`config.mk`:
```
export PLATFORM = sky130hd
export DESIGN_NAME = share_encoder_3
export DESIGN_NICKNAME = d
export VERILOG_FILES = /design/src/rtl/share_encoder_3_pkg.sv /design/src/rtl/share_encoder_3_lfsr.sv /design/src/rtl/share_encoder_3.sv
export SDC_FILE = /design/constraint.sdc
export NUM_CORES = 1
export LEC_CHECK = 0
export CORE_MARGIN = 2
export CORE_UTILIZATION = 35
export DETAILED_ROUTE_END_ITERATION = 10
export GPL_ROUTABILITY_DRIVEN = 0
export HOLD_SLACK_MARGIN = 0.08
export PLACE_DENSITY = 0.59
export SYNTH_ARGS = -nofsm -noshare
export SYNTH_HDL_FRONTEND = slang
export SYNTH_SLANG_ARGS = --single-unit
```
`constraint.sdc`:
```
create_clock -name clk -period 5 [get_ports clk]
set_input_delay 0.75 -clock clk [delete_from_list [all_inputs] [get_ports clk]]
set_output_delay 0.75 -clock clk [all_outputs]
set_load 0.1 [all_outputs]
```
`src/rtl/share_encoder_3_pkg.sv`:
```
// share_encoder_3_pkg: shared PRNG defaults, LFSR taps and encoder FSM state encoding
package share_encoder_3_pkg;

    localparam int LFSR_W_DEF = 32;

    // Feedback taps below the MSB for x^32+x^22+x^2+x+1 (the MSB tap is always LFSR_W-1)
    localparam int TAP_B = 21;
    localparam int TAP_C = 1;
    localparam int TAP_D = 0;

    typedef enum logic [1:0] {
        UNSEEDED = 2'd0,
        WARMUP   = 2'd1,
        READY    = 2'd2
    } state_t;

endpackage

```
`src/rtl/share_encoder_3_lfsr.sv`:
```
// lfsr_advance: unrolled multi-step next-state function of the Fibonacci mask LFSR
module lfsr_advance
    import share_encoder_3_pkg::*;
#(
    parameter int LFSR_W = LFSR_W_DEF,
    parameter int STEPS  = 16
) (
    input  logic [LFSR_W-1:0] cur,
    output logic [LFSR_W-1:0] nxt
);

    logic [LFSR_W-1:0] s;

    // Shift in one feedback bit per step, STEPS times, all within one cycle
    always_comb begin
        s = cur;
        for (int i = 0; i < STEPS; i++)
            s = {s[LFSR_W-2:0], s[LFSR_W-1] ^ s[TAP_B] ^ s[TAP_C] ^ s[TAP_D]};
        nxt = s;
    end

endmodule

```
`src/rtl/share_encoder_3.sv`:
```
// share_encoder_3: splits each word into three Boolean shares using fresh LFSR masks
module share_encoder_3
    import share_encoder_3_pkg::*;
#(
    parameter int WIDTH         = 8,
    parameter int LFSR_W        = LFSR_W_DEF,
    parameter int WARMUP_CYCLES = 16
) (
    input  logic               clk,
    input  logic               rst_n,
    input  logic               seed_valid,
    input  logic [LFSR_W-1:0]  seed,
    input  logic               in_valid,
    output logic               in_ready,
    input  logic [WIDTH-1:0]   in_data,
    output logic               out_valid,
    input  logic               out_ready,
    output logic [3*WIDTH-1:0] out_shares,
    output logic               seeded
);

    localparam int CW = (WARMUP_CYCLES > 1) ? $clog2(WARMUP_CYCLES) : 1;

    state_t            state;
    logic [LFSR_W-1:0] lfsr;
    logic [LFSR_W-1:0] lfsr_nxt;
    logic [CW-1:0]     cnt;
    logic [WIDTH-1:0]  m1;
    logic [WIDTH-1:0]  m2;
    logic              seed_load;
    logic              accept;

    // One shared advance block serves both warmup stepping and per-word mask consumption
    lfsr_advance #(
        .LFSR_W(LFSR_W),
        .STEPS (2 * WIDTH)
    ) u_adv (
        .cur(lfsr),
        .nxt(lfsr_nxt)
    );

    assign m1        = lfsr[WIDTH-1:0];
    assign m2        = lfsr[2*WIDTH-1:WIDTH];
    assign seed_load = seed_valid && (seed != '0);
    assign in_ready  = (state == READY) && (!out_valid || out_ready);
    assign accept    = in_valid && in_ready;
    assign seeded    = (state == READY);

    // FSM, warmup counter and PRNG state; a nonzero seed restarts warmup from any state
    always_ff @(posedge clk or negedge rst_n) begin
        if (!rst_n) begin
            state <= UNSEEDED;
            lfsr  <= '0;
            cnt   <= '0;
        end else if (seed_load) begin
            state <= WARMUP;
            lfsr  <= seed;
            cnt   <= '0;
        end else if (state == WARMUP) begin
            lfsr <= lfsr_nxt;
            cnt  <= cnt + CW'(1);
            if (cnt == CW'(WARMUP_CYCLES - 1))
                state <= READY;
        end else if (accept) begin
            lfsr <= lfsr_nxt;
        end
    end

    // Output register: data meets both masks only at the register input, shares hold under stall
    always_ff @(posedge clk or negedge rst_n) begin
        if (!rst_n) begin
            out_valid  <= 1'b0;
            out_shares <= '0;
        end else if (accept) begin
            out_valid  <= 1'b1;
            out_shares <= {m2, m1, in_data ^ m1 ^ m2};
        end else if (out_ready) begin
            out_valid <= 1'b0;
        end
    end

endmodule

```
==> results of run 1 <==
power breakdown:
group | switching, µW | internal [µW]
Combinational | 1080 | 1170
Clock | 196 | 242
Sequential | 176 | 633
Total | 1450 | 2050
worst min-delay path by stage:
| stage | from | endpoint | slack, ps | cells after the start |
|---|---|---|---|---|
| 2_1_floorplan | rst_n | cnt[0] | 450 | 0 |
| 4_1_cts | out_shares[3] | out_shares[3] | 490 | 2 |
| 6_report | out_shares[3] | out_shares[3] | 480 | 2 |
| 3_3_place_gp | out_shares[3] | out_shares[3] | 460 | 2 |
| 3_5_place_dp | out_shares[3] | out_shares[3] | 470 | 2 |
| 5_1_grt | out_shares[3] | out_shares[3] | 510 | 2 |
cell usage after synthesis (2+ instances only):
master    count
o21ai_0      15
nor3_2        2
xnor2_2       4
a31oi_1      19
buf_1         2
and2_1        5
nor2_1       31
nand4_1       4
a21oi_1      10
clkbuf_1     15
nor2b_1       2
mux2_2       19
xnor3_2       2
nand2_1      57
dfrtp_1      63
nor4_1        8
xor2_1       20
nand2b_1      2
xnor2_1      37
mux2i_1       2
cell families after synthesis:
family	after synthesis	share of synthesized area (%)
AOI/OAI and AO/OA	49	8.507
buffers and inverters	19	2.154
xor gates and xnor gates	65	19.39
DFF	63	46.81
and+or+nand+nor	118	15.82
muxes	21	6.947
adders and majority gates	1	0.3714
critical path, delay by kind of cell:
kind          cells  cell delay, ps
buf+inv           2            1590
simple gates      2             300
layout make-up:
class	instances	area [µm²]	area share (%)
clock inverter	4	45.04	1.020
timing repair buffer	77	750.7	17.00
multi-input combinational	254	1734	39.26
clock buffer	12	145.1	3.286
tap	129	161.4	3.654
inverter	1	3.754	0.08499
sequential	63	1577	35.69
state kept, by name (all words and copies together) (netlist names):
name and flops:
lfsr 32, state 2, cnt 4, out_valid 1
out_shares 24
cell usage in the layout, fill, tap and decap left out, types with 2 or more instances in the layout:
master           count
a21oi_1              9
a31oi_1             19
and2_1               5
buf_4                6
clkbuf_1             2
clkbuf_8            10
clkdlybuf4s50_1     70
clkinv_2             3
dfrtp_1             63
mux2_2              19
mux2i_1              2
nand2_1             57
nand2b_1             2
nand4_1              4
nor2_1              31
nor2b_1              2
nor3_2               2
nor4_1               8
o21ai_0             15
xnor2_1             37
xnor2_2              4
xnor3_2              2
xor2_1              20
per-stage QoR:
step / util [%] / total power [µW] / instances / hold WS, ps
after floorplan: - / 2688 / 336 / 454.4
after global placement: 45.53 / 3077 / 524 / 460.3
after detailed placement: 45.53 / 3072 / 524 / 470.7
after CTS: 47.57 / 3519 / 540 / 485.6
after global routing: 47.57 / 3801 / 540 / 511.1
final: 47.57 / 3495 / 540 / 476.6
per-layer routing:
layer / global-route usage, % / vias up / wire, µm
li1: - / 1274 / -
met1: 25.34 / 1260 / 4129
met2: 25.71 / 93 / 3714
met3: 3.557 / 11 / 560
met4: 7.385 / 0 / 146
met5: 0 / - / 0
==> reports/qor.yml, run 1 <==
max_stage_delay_ps: 1140
numPortBuffers: 71
synth_top_cell_by_area: "dfrtp_1"
wl_per_cell_um: 15.84
vdd_drop_max_v: 0.0003948
clock-root-buffer: "clkbuf_8"
status: "completed"
setup_ws_ps: 1607
hold_violations: 0
synth-edff-count: 0
crit_top_cell: "clkdlybuf4s50_1"
overflow: 0
power-per-cell-area_nw_per_um2: 791.3
critical_path.max_fanout: 3
fp.dieW_um: 102.1
synthCells: 336
clockBufferDepth: 2
critical_path_class: "in2out"
setup_viol: 0
worstPathCellList: "clkdlybuf4s50_1, nand2b_1, and2_1, clkdlybuf4s50_1"
grt_pass1_vias: 2501
slew_headroom_pct: 35.00
die_area_um2: 10420
cts_hold_buf: 0
rsz0062_at_grt: "no"
required_ps: 4250
synth_flop_cell: "dfrtp_1"
max_freq_mhz: 294.8
tritoncts: "built"
power.leakage_uw: 0.001868
die_h_um: 102.1
cts_max_level: 3
final_antenna_net_count: 0
placed_area_um2: 4227
post-cts-setup-buffers: 0
fin_nets: 452
startpoint: "out_ready"
drt_wl_total_mm: 8.551
hpwlAfterDp_mm: 6.141
synth_seq_area_share_pct: 46.81
ff2ff_path_depth: 7
antenna_found_initial: 0
hold_class: "reg2reg"
avgSynthCellArea_um2: 10.02
stdcell_area_um2: 4417
pre_cts_ws_ps: 1601
layout_min_cycle_time_ps: 3393
fin_worst_skew_ps: 4.246
slew_violations: 0
startpoint_type: "input port"
antennaDiodeCount: 0
regToRegSetupSlack_ps: 2140
grt.total_usage_pct: 17.56
drive_above_1_share_pct: 13.14
cts_buffers: 9
cts.sinks: 63
synth_top_area_share_pct: 46.81
grt_max_degree: 64
fin_tns_setup_ps: 0
start_util_pct: 36.28
vias: 2638
synth_area_um2: 3368
r2r_start: "lfsr[1]"
ys_ff_latch: 63
grt_pass1_wl_mm: 13.53
cts_resized: 0
drt_iter0_drc: 120
cp_slowest_cell: "clkdlybuf4s50_1"
end_kind: "output pin"
crit_arrival_ps: 2640
num_rows: 35
crit_end: "in_ready"
area_growth_pct: 31.13
async_flop_share_pct: 100.0
core_um2: 9284
maxCapViolations: 0
synth_warnings: 0
drc: 0
synth_nets: 382
ios: 72
nFillCells: 892
fin_crit_sh_pct: 67.85
clkTransAtPathRegs_ps: 70
clkLatencyLatePin_ps: 340
dr.pass1.iters: 4
worst_pin_slew_ps: 971.9
synth_area_leaders: "dfrtp_1, xnor2_1, mux2_2, nand2_1, xor2_1"
r2r-end: "lfsr[1]"
yosysUniqueCellTypes: 37
post_drt_via_cell_ratio: 4.885
Power figures use the tool's default switching activity.
==> run 2: changes to the inputs <==
PLACE_DENSITY = 0.61   (was 0.59)
clock period = 3 ns   (was 5 ns; I/O delays follow)
==> run 2 against run 1 <==
Against the previous run:
- count of clock-buffer cells in the layout is the same
- register-to-register slack lost 1900 ps
- critical path type is now reg2reg
- via count grew 0.27%
- power grew 76%
- critical endpoint is now lfsr[2]
- global-route usage grew 0.34 points
- final cell count grew 0.93%
- critical path depth grew 3
- combinational power grew 75%
- largest power group unchanged
- core utilization grew 0.39 points
- setup slack lost 1400 ps
- first-iteration DRC count grew 34%
==> reports/qor.yml, run 2 (synthesis gave the netlist of run 1 again) <==
p_comb_share_pct: 63.9
stdcell_area_um2: 4453
fin_worst_skew_ps: 10.77
rsz0062_at_grt: "no"
drt_iter0_drc: 161
slew_violations: 0
regToRegSetupSlack_ps: 250
placed_area_um2: 4213
dr.pass1.iters: 4
fin_crit_sh_pct: 91.50
startpoint_type: "flop"
status: "completed"
ff2ff_path_depth: 7
clockBufferDepth: 2
cts_buffers: 9
drc: 0
critical_path_class: "reg2reg"
clkLatencyLatePin_ps: 350
post_drt_via_cell_ratio: 4.853
antennaDiodeCount: 0
clkPwrFrac_pct: 14.1
hold_class: "reg2reg"
intPower_uw: 3597
hold_violations: 0
final_util_pct: 47.97
vias: 2645
die_area_um2: 10420
grt_pass1_vias: 2685
crit_arrival_ps: 2970
startpoint: "lfsr[1]"
antenna_found_initial: 0
crit_end: "lfsr[2]"
power.leakage_uw: 0.001976
cp_slowest_cell: "xor3_2"
drive_above_1_share_pct: 21.39
drt_wl_total_mm: 8.772
r2r_start: "lfsr[1]"
nFillCells: 888
overflow: 0
path_buf_inv: 0
tritoncts: "built"
setup_viol: 0
grt_max_degree: 34
final_antenna_net_count: 0
switching_share_pct: 41.47
p_seq_share_pct: 22.0
worst_pin_slew_ps: 643.5
clkTransAtPathRegs_ps: 70
holdWs_ps: 481.2
fin_tns_setup_ps: 0
die_h_um: 102.1
wl_per_cell_um: 16.10
cts_resized: 0
core_um2: 9284
largest-register: "lfsr"
fp.dieW_um: 102.1
cts_max_level: 3
top_regs: "lfsr (32), out_shares (24), cnt (4)"
post-cts-setup-buffers: 0
crit_top_cell: "xnor3_2"
grt_pass1_wl_mm: 13.92
maxCapViolations: 0
layout_min_cycle_time_ps: 2745
r2r-end: "lfsr[2]"
numPortBuffers: 71
largest_reg_flops: 32
end_kind: "flop"
max_freq_mhz: 364.3
layout_common_cells: "dfrtp_1, nand2_1, clkdlybuf4s50_1, xnor2_1, buf_4"
hpwlAfterDp_mm: 6.536
slew_headroom_pct: 57.10
max_stage_delay_ps: 520
cp.depth: 7
vdd_drop_max_v: 0.0009824
critPathTopFamily: "XOR/XNOR gates"
worstPathCellList: "xor3_2, xnor3_2, xnor3_2, xor2_2, xnor2_2, nor3b_1, nor3_2"
switching_power_uw: 2549
cts.sinks: 63
critical_path.max_fanout: 5
final_common_cell: "dfrtp_1"
start_util_pct: 36.28
num_rows: 35
grt.total_usage_pct: 17.90
power-per-cell-area_nw_per_um2: 1380
area_growth_pct: 32.21
power_uw: 6145
fin_nets: 458
hp-start: "out_shares[7]"
required_ps: 3230
clock-root-buffer: "clkbuf_8"
ios: 72
-- run 2: cell count changes in the layout (fill, tap and decap cells not counted) --
cell	before	now
buf_4	6	37
clkdlybuf4s50_1	70	43
clkbuf_1	2	0
clkbuf_8	10	12
clkinv_2	3	1
and2_1	5	4
and2_2	1	2
buf_12	0	1
bufinv_16	1	2
dlygate4sd3_1	0	1
nor2b_1	2	1
nor2b_2	0	1
-- run 2: area by class of cell --
| type | instances | area, µm² | share of cell area, % |
|---|---|---|---|
| multi-input combinational | 254 | 1738 | 39.03 |
| inverter | 1 | 3.754 | 0.08429 |
| timing repair buffer | 83 | 743.2 | 16.69 |
| clock inverter | 3 | 65.06 | 1.461 |
| tap | 129 | 161.4 | 3.625 |
| sequential | 63 | 1577 | 35.40 |
| clock buffer | 12 | 165.2 | 3.709 |
-- run 2: worst min path at each step --
stage,end,slack [ps],depth (start not counted)
6_report,out_shares[7],480,2
5_1_grt,out_shares[7],520,2
4_1_cts,out_shares[7],490,2
3_5_place_dp,out_shares[10],400,1
3_3_place_gp,out_shares[10],400,1
2_1_floorplan,cnt[0],150,0
-- run 2: per-layer routing --
layer,routed length (µm),share of wire [%],GRT usage (%),vias up
met4,176,2.0,6.667,0
met3,398,4.5,4.651,13
met1,4232,48,24.96,1281
met5,0,0,0,-
li1,-,-,-,1278
met2,3965,45,26.92,73
-- run 2: worst min-delay path, cell delays in order, from the launching register on --
cell and delay, ps:
dfrtp_1 340, nand2_1 50, o21ai_0 60
-- run 2: power by group through the flow --
stage	registers [µW]	logic, µW	clock network [µW]
after floorplan	1230	3250	0
after global placement	1370	3880	0
after detailed placement	1370	3910	0
after CTS	1350	3940	879
after global routing	1380	4360	919
final	1350	3930	864
-- run 2: repair_timing --
item,CTS,global route
endpoints found under the setup margin,0,0
endpoints found under the hold margin,16,0
hold buffers,1,0
-- run 2: per-stage QoR --
stage          setup WS [ps]  std cells
2_1_floorplan          155.4        336
3_3_place_gp           339.0        529
3_5_place_dp           254.2        529
4_1_cts                239.7        545
5_1_grt                135.1        545
6_report               254.9        545
==> RTL edit 1: new RTL, flow settings as in run 2 <==
Set the parameter `WIDTH` to 10 (it was 8).
--- a/src/rtl/share_encoder_3.sv
+++ b/src/rtl/share_encoder_3.sv
@@ -2,7 +2,7 @@
 module share_encoder_3
     import share_encoder_3_pkg::*;
 #(
-    parameter int WIDTH         = 8,
+    parameter int WIDTH         = 10,
     parameter int LFSR_W        = LFSR_W_DEF,
     parameter int WARMUP_CYCLES = 16
 ) (
Ports: changed (resized in_data and out_shares); port bits go from 72 to 80. No check against the original RTL was run, so the function may have changed too.
==> RTL edit 1 against run 2 <==
- hold slack got worse by 280 ps
- design area increased by 8.3%
- sequential cell count increased by 6
- critical path type unchanged
- wire length increased by 12%
- sequential share of layout area increased by 0.40 points
- worst setup slack improved by 180 ps
- synthesized area increased by 11%
- count of clock-buffer cells in the layout increased by 1
- critical endpoint unchanged
- clock skew decreased by 5.3 ps
Power is left out: the tool's default activity adds up to more than one toggle a clock period on the data nets, which glitch-free logic cannot reach.
==> RTL edit 1: results (changes against run 2) <==
- Initial antenna violation count: 0 (unchanged)
- Cts bufs inserted: 9 (unchanged)
- Drt pass-1 iters: 5 (was 4)
- Netlist cell types: 36 (was 37)
- Nets: 498 (was 458)
- Clock Skew: 5.48 ps (was 10.8 ps)
- Via density: 4.92 (was 4.85)
- Hpwl dp: 7510 um (was 6540 um)
- Syn_nets: 411 (was 382)
- Initial DRC count: 180 (was 161)
- Layout cells sized above 1: 0.207 (was 0.214)
- Largest net degree at the start of global routing: 41 (was 34)
- Mean routed wirelength per cell: 16.7 um (was 16.1 um)
- CTS root buf: clkbuf_8 (unchanged)
- Gr usage total: 0.180 (was 0.179)
- Synth top area cells: dfrtp_1 46%, xnor2_1 11%, nand2_1 6.8% (was dfrtp_1 47%, xnor2_1 9.6%, mux2_2 6.4%)
- Worst-skew pair later-pin latency: 340 ps
- Fillers: 1,014 (was 888)
- First-pass GRT wire length: 15,700 um (was 13,900 um)
- Worst slew margin: 0.461 (was 0.571)
- Worst EP arrival: 2780 ps (was 2970 ps)
- Reg2Reg Depth: 7 (unchanged)
- CP Max Fanout: 5 (unchanged)
- H-tree Lvls: 3 (unchanged)
- Max clock buf depth: 2 (unchanged)
- Top cells by count, synth: 69 x dfrtp_1, 68 x nand2_1, 46 x xnor2_1, 32 x nor2_1, 23 x xor2_1 (was 63 x dfrtp_1, 57 x nand2_1, 37 x xnor2_1, 31 x nor2_1, 20 x xor2_1)
- Post-cts sizing count: 0 (unchanged)
- Top flop regs: lfsr: 32 flops, out_shares: 30 flops, cnt: 4 flops (was lfsr: 32 flops, out_shares: 24 flops, cnt: 4 flops)
- Post-synthesis sequential area ratio: 0.461 (was 0.468)
- Worst Hold Class: in2async (was reg2reg)
- Port Buf Inserts: 79 (was 71)
- Vias in the first global route: 2,977 (was 2,685)
- Max reg flops: 32 (unchanged)
- Status: finished, final reports clean (unchanged)
RTL edit 1: per-stage QoR:
step                 util  cell area [um^2]  cells  setup WS (ps)  hold WS (ps)
floorplan               -              3750    363            157           154
global placement    0.450              4660    575            407           467
detailed placement  0.450              4660    575            424           474
CTS                 0.465              4820    590            422           210
global route        0.465              4820    590            279           249
finish              0.465              4820    590            435           204
RTL edit 1: kinds of logic (layout without fill, tap and decap cells):
kind of cell               count (synthesis)  in the layout  share of synthesized area
AOI/OAI and AO/OA                         55             55                     0.0868
xor gates and xnor gates                  80             80                      0.225
adders and majority gates                  1              1                    0.00334
buffers and inverters                     18            109                     0.0287
DFF                                       69             69                      0.461
muxes                                     22             22                     0.0658
and+or+nand+nor                          118            118                      0.130
RTL edit 1: area by class of cell:
class / count / area share
Multi-Input combinational cell: 276 / 0.400
Sequential cell: 69 / 0.358
Timing Repair Buffer: 93 / 0.173
Tap cell: 136 / 0.0353
Clock buffer: 13 / 0.0309
Clock inverter: 2 / 0.00208
Inverter: 1 / 0.000778
RTL edit 1: layer usage:
metal,GRT usage,vias to the layer above,share of wire
met3,0.0315,16,0.054
li1,-,1393,-
met1,0.249,1404,0.46
met4,0.0769,0,0.022
met5,0,-,0
met2,0.279,88,0.46
RTL edit 1: critical path: stages (launching register included):
cell and delay (ps):
dfrtp_1 410, xnor3_2 540, xor2_4 210, xnor2_4 250, xnor3_2 520, xnor3_1 350
nand2_1 80, a31oi_1 70
RTL edit 1: final timing paths:
path                            endpoint  slack, ps     startpoint
min in group clk           out_shares[9]        480  out_shares[9]
setup / recovery                 lfsr[2]        440        lfsr[1]
hold reg to reg            out_shares[9]        480  out_shares[9]
setup reg to reg                 lfsr[2]        440        lfsr[1]
hold / removal                    cnt[0]        200          rst_n
max in group asynchronous        lfsr[7]       2130          rst_n
==> RTL edit 2: new RTL, flow settings as in run 2 <==
Without the edit above. Encoding of `state_t`: now one-hot (3 bits for 3 states).
--- a/src/rtl/share_encoder_3_pkg.sv
+++ b/src/rtl/share_encoder_3_pkg.sv
@@ -8,10 +8,10 @@
     localparam int TAP_C = 1;
     localparam int TAP_D = 0;
 
-    typedef enum logic [1:0] {
-        UNSEEDED = 2'd0,
-        WARMUP   = 2'd1,
-        READY    = 2'd2
+    typedef enum logic [2:0] {
+        UNSEEDED = 3'b001,
+        WARMUP   = 3'b010,
+        READY    = 3'b100
     } state_t;
 
 endpackage
Behaviour: no difference found for any inputs over 10 cycles, from zero or initial values and one cycle with rst_n low; not proved beyond that.
==> RTL edit 2 against run 2 <==
- maximum frequency decreased by 2.2%
- clock skew is essentially flat
- via count is 3.9% lower
- sequential cell count is 1 higher
- synthesized area down 0.82%
- clock power shrank 18%
- power down 9.3%
- worst setup slack lost 61 ps
- wire length is 1.3% lower
- utilization is 0.26 points lower
- die area down 0.79%
- combinational power fell by 10%
- design area down 1.0%
- hold slack worse by 310 ps
- critical endpoint is now lfsr[0]
==> RTL edit 2: results (changes against run 2) <==
- Initial antenna violation count: 0 (unchanged)
- Post-synthesis sequential area ratio: 0.480 (was 0.468)
- Async S/R FF share, synth: 1.00 (unchanged)
- CP delay by family, top: XOR/XNOR gates (unchanged)
- Port Buf Inserts: 71 (unchanged)
- Setup Fix Bufs, Post-CTS: 0 (unchanged)
- Critical path's slowest cell: xnor3_2 (was xor3_2)
- P_leak: 1.97 nW (was 1.98 nW)
- CTS root buf: clkbuf_8 (unchanged)
- Netlist cell types: 28 (was 37)
- Fillers: 903 (was 888)
- Clk slew on worst S/H paths: 70 ps (about the same)
- Synthesis Warnings: 0 (unchanged)
- Top cells by count, synth: 63 x dfrtp_1, 39 x xnor2_1, 35 x nand2_1, 31 x nor2_1, 22 x a21oi_1 (was 63 x dfrtp_1, 57 x nand2_1, 37 x xnor2_1, 31 x nor2_1, 20 x xor2_1)
- Synth top area cells: dfrtp_1 47%, xnor2_1 10%, mux2i_1 5.4% (was dfrtp_1 47%, xnor2_1 9.6%, mux2_2 6.4%)
- Post-cts sizing count: 0 (unchanged)
- Clock Skew: 10.8 ps (about the same)
- Largest net degree at the start of global routing: 34 (unchanged)
- Status: finished, final reports clean (unchanged)
- WL final: 8660 um (was 8770 um)
- Hpwl dp: 6590 um (was 6540 um)
- Cts bufs inserted: 9 (unchanged)
- Pre-CTS setup slack: 221 ps (was 254 ps)
- Worst slew margin: 0.501 (was 0.571)
- Syn_nets: 360 (was 382)
- Top flop regs: lfsr: 32 flops, out_shares: 24 flops, cnt: 4 flops (unchanged)
- CP Max Fanout: 4 (was 5)
- Ys flop type: dfrtp_1 (unchanged)
- Post-route DRC: 0 (unchanged)
- H-tree Lvls: 3 (unchanged)
- First-pass GRT wire length: 13,500 um (was 13,900 um)
- Ant. Diodes: 0 (unchanged)
- Gr usage total: 0.180 (was 0.179)
- Nets: 440 (was 458)
- Drt pass-1 iters: 4 (unchanged)
- Max clock buf depth: 2 (unchanged)
- Worst VDD drop: 0.816 mV (was 0.982 mV)
- Worst-skew pair later-pin latency: 350 ps (about the same)
- Worst Hold Class: in2async (was reg2reg)
- Via density: 4.82 (was 4.85)
- Vias in the first global route: 2,496 (was 2,685)
- Switching share of power: 0.384 (was 0.415)
- CP max stage delay: 480 ps (was 520 ps)
- Layout cells sized above 1: 0.190 (was 0.214)
- Cell area after placement: 4230 um^2 (was 4210 um^2)
- Fmax: 356 MHz (was 364 MHz)
- Initial DRC count: 139 (was 161)
RTL edit 2: cell types whose count changed in the layout (fill, tap and decap cells not counted), moves of 4 or more:
cell / run 2 / this run
nand2_1: 57 / 35
mux2i_1: 2 / 18
a31oi_1: 19 / 6
a21oi_1: 9 / 21
xor2_1: 20 / 15
clkbuf_1: 0 / 4
nand3_1: 1 / 5
xnor3_1: 0 / 4
RTL edit 2: worst register-to-register path, stage by stage (launching register included):
cell	delay, ps
dfrtp_1	420
xnor3_2	450
xnor3_2	450
xnor3_2	480
xnor2_2	250
xnor3_1	430
o221a_1	220
RTL edit 2: area by class of cell:
type | instances | area [um^2] | share of cell area
well taps | 129 | 161 | 0.0366
clock buffers | 13 | 139 | 0.0315
repair buffers | 82 | 746 | 0.169
flip-flops and latches | 64 | 1600 | 0.364
multi-input cells | 234 | 1710 | 0.387
inverters | 3 | 11.3 | 0.00255
clock inverters | 3 | 42.5 | 0.00965
RTL edit 2: metal layers:
layer | vias to the layer above | GRT usage | part of all wire
li1 | 1239 | - | -
met1 | 1204 | 0.252 | 0.46
met2 | 85 | 0.264 | 0.46
met3 | 15 | 0.0380 | 0.056
met4 | 0 | 0.0925 | 0.024
met5 | - | 0 | 0
RTL edit 2: path summary, 6_finish.rpt:
path	from	slack [ps]	depth (start not counted)	to
max	lfsr[21]	190	6	lfsr[0]
min	rst_n	170	1	out_shares[20]
max reg2reg	lfsr[21]	190	6	lfsr[0]
min reg2reg	out_shares[2]	480	2	out_shares[2]
max in group asynchronous	rst_n	2140	2	state[0]
min in group clk	out_shares[2]	480	2	out_shares[2]
RTL edit 2: cells by family after synthesis:
family                   synth area share
AO/OA/AOI/OAI                      0.0779
multiplexers                        0.108
XOR/XNOR                            0.195
adder cells (fa/ha/maj)           0.00374
AND/OR/NAND/NOR                     0.118
buffers and inverters              0.0180
flip-flops                          0.480
RTL edit 2: power groups by stage:
stage          clock network [W]  logic, W  registers [W]
6_report                0.000712   0.00352        0.00134
3_5_place_dp                   0   0.00353        0.00137
3_3_place_gp                   0   0.00353        0.00136
2_1_floorplan                  0   0.00290        0.00125
4_1_cts                 0.000728   0.00354        0.00135
5_1_grt                 0.000768   0.00387        0.00137
RTL edit 2: metrics by stage:
step,total power (W),std cells
floorplan,0.00416,314
global placement,0.00490,512
detailed placement,0.00490,512
CTS,0.00562,528
global route,0.00600,528
finish,0.00558,528
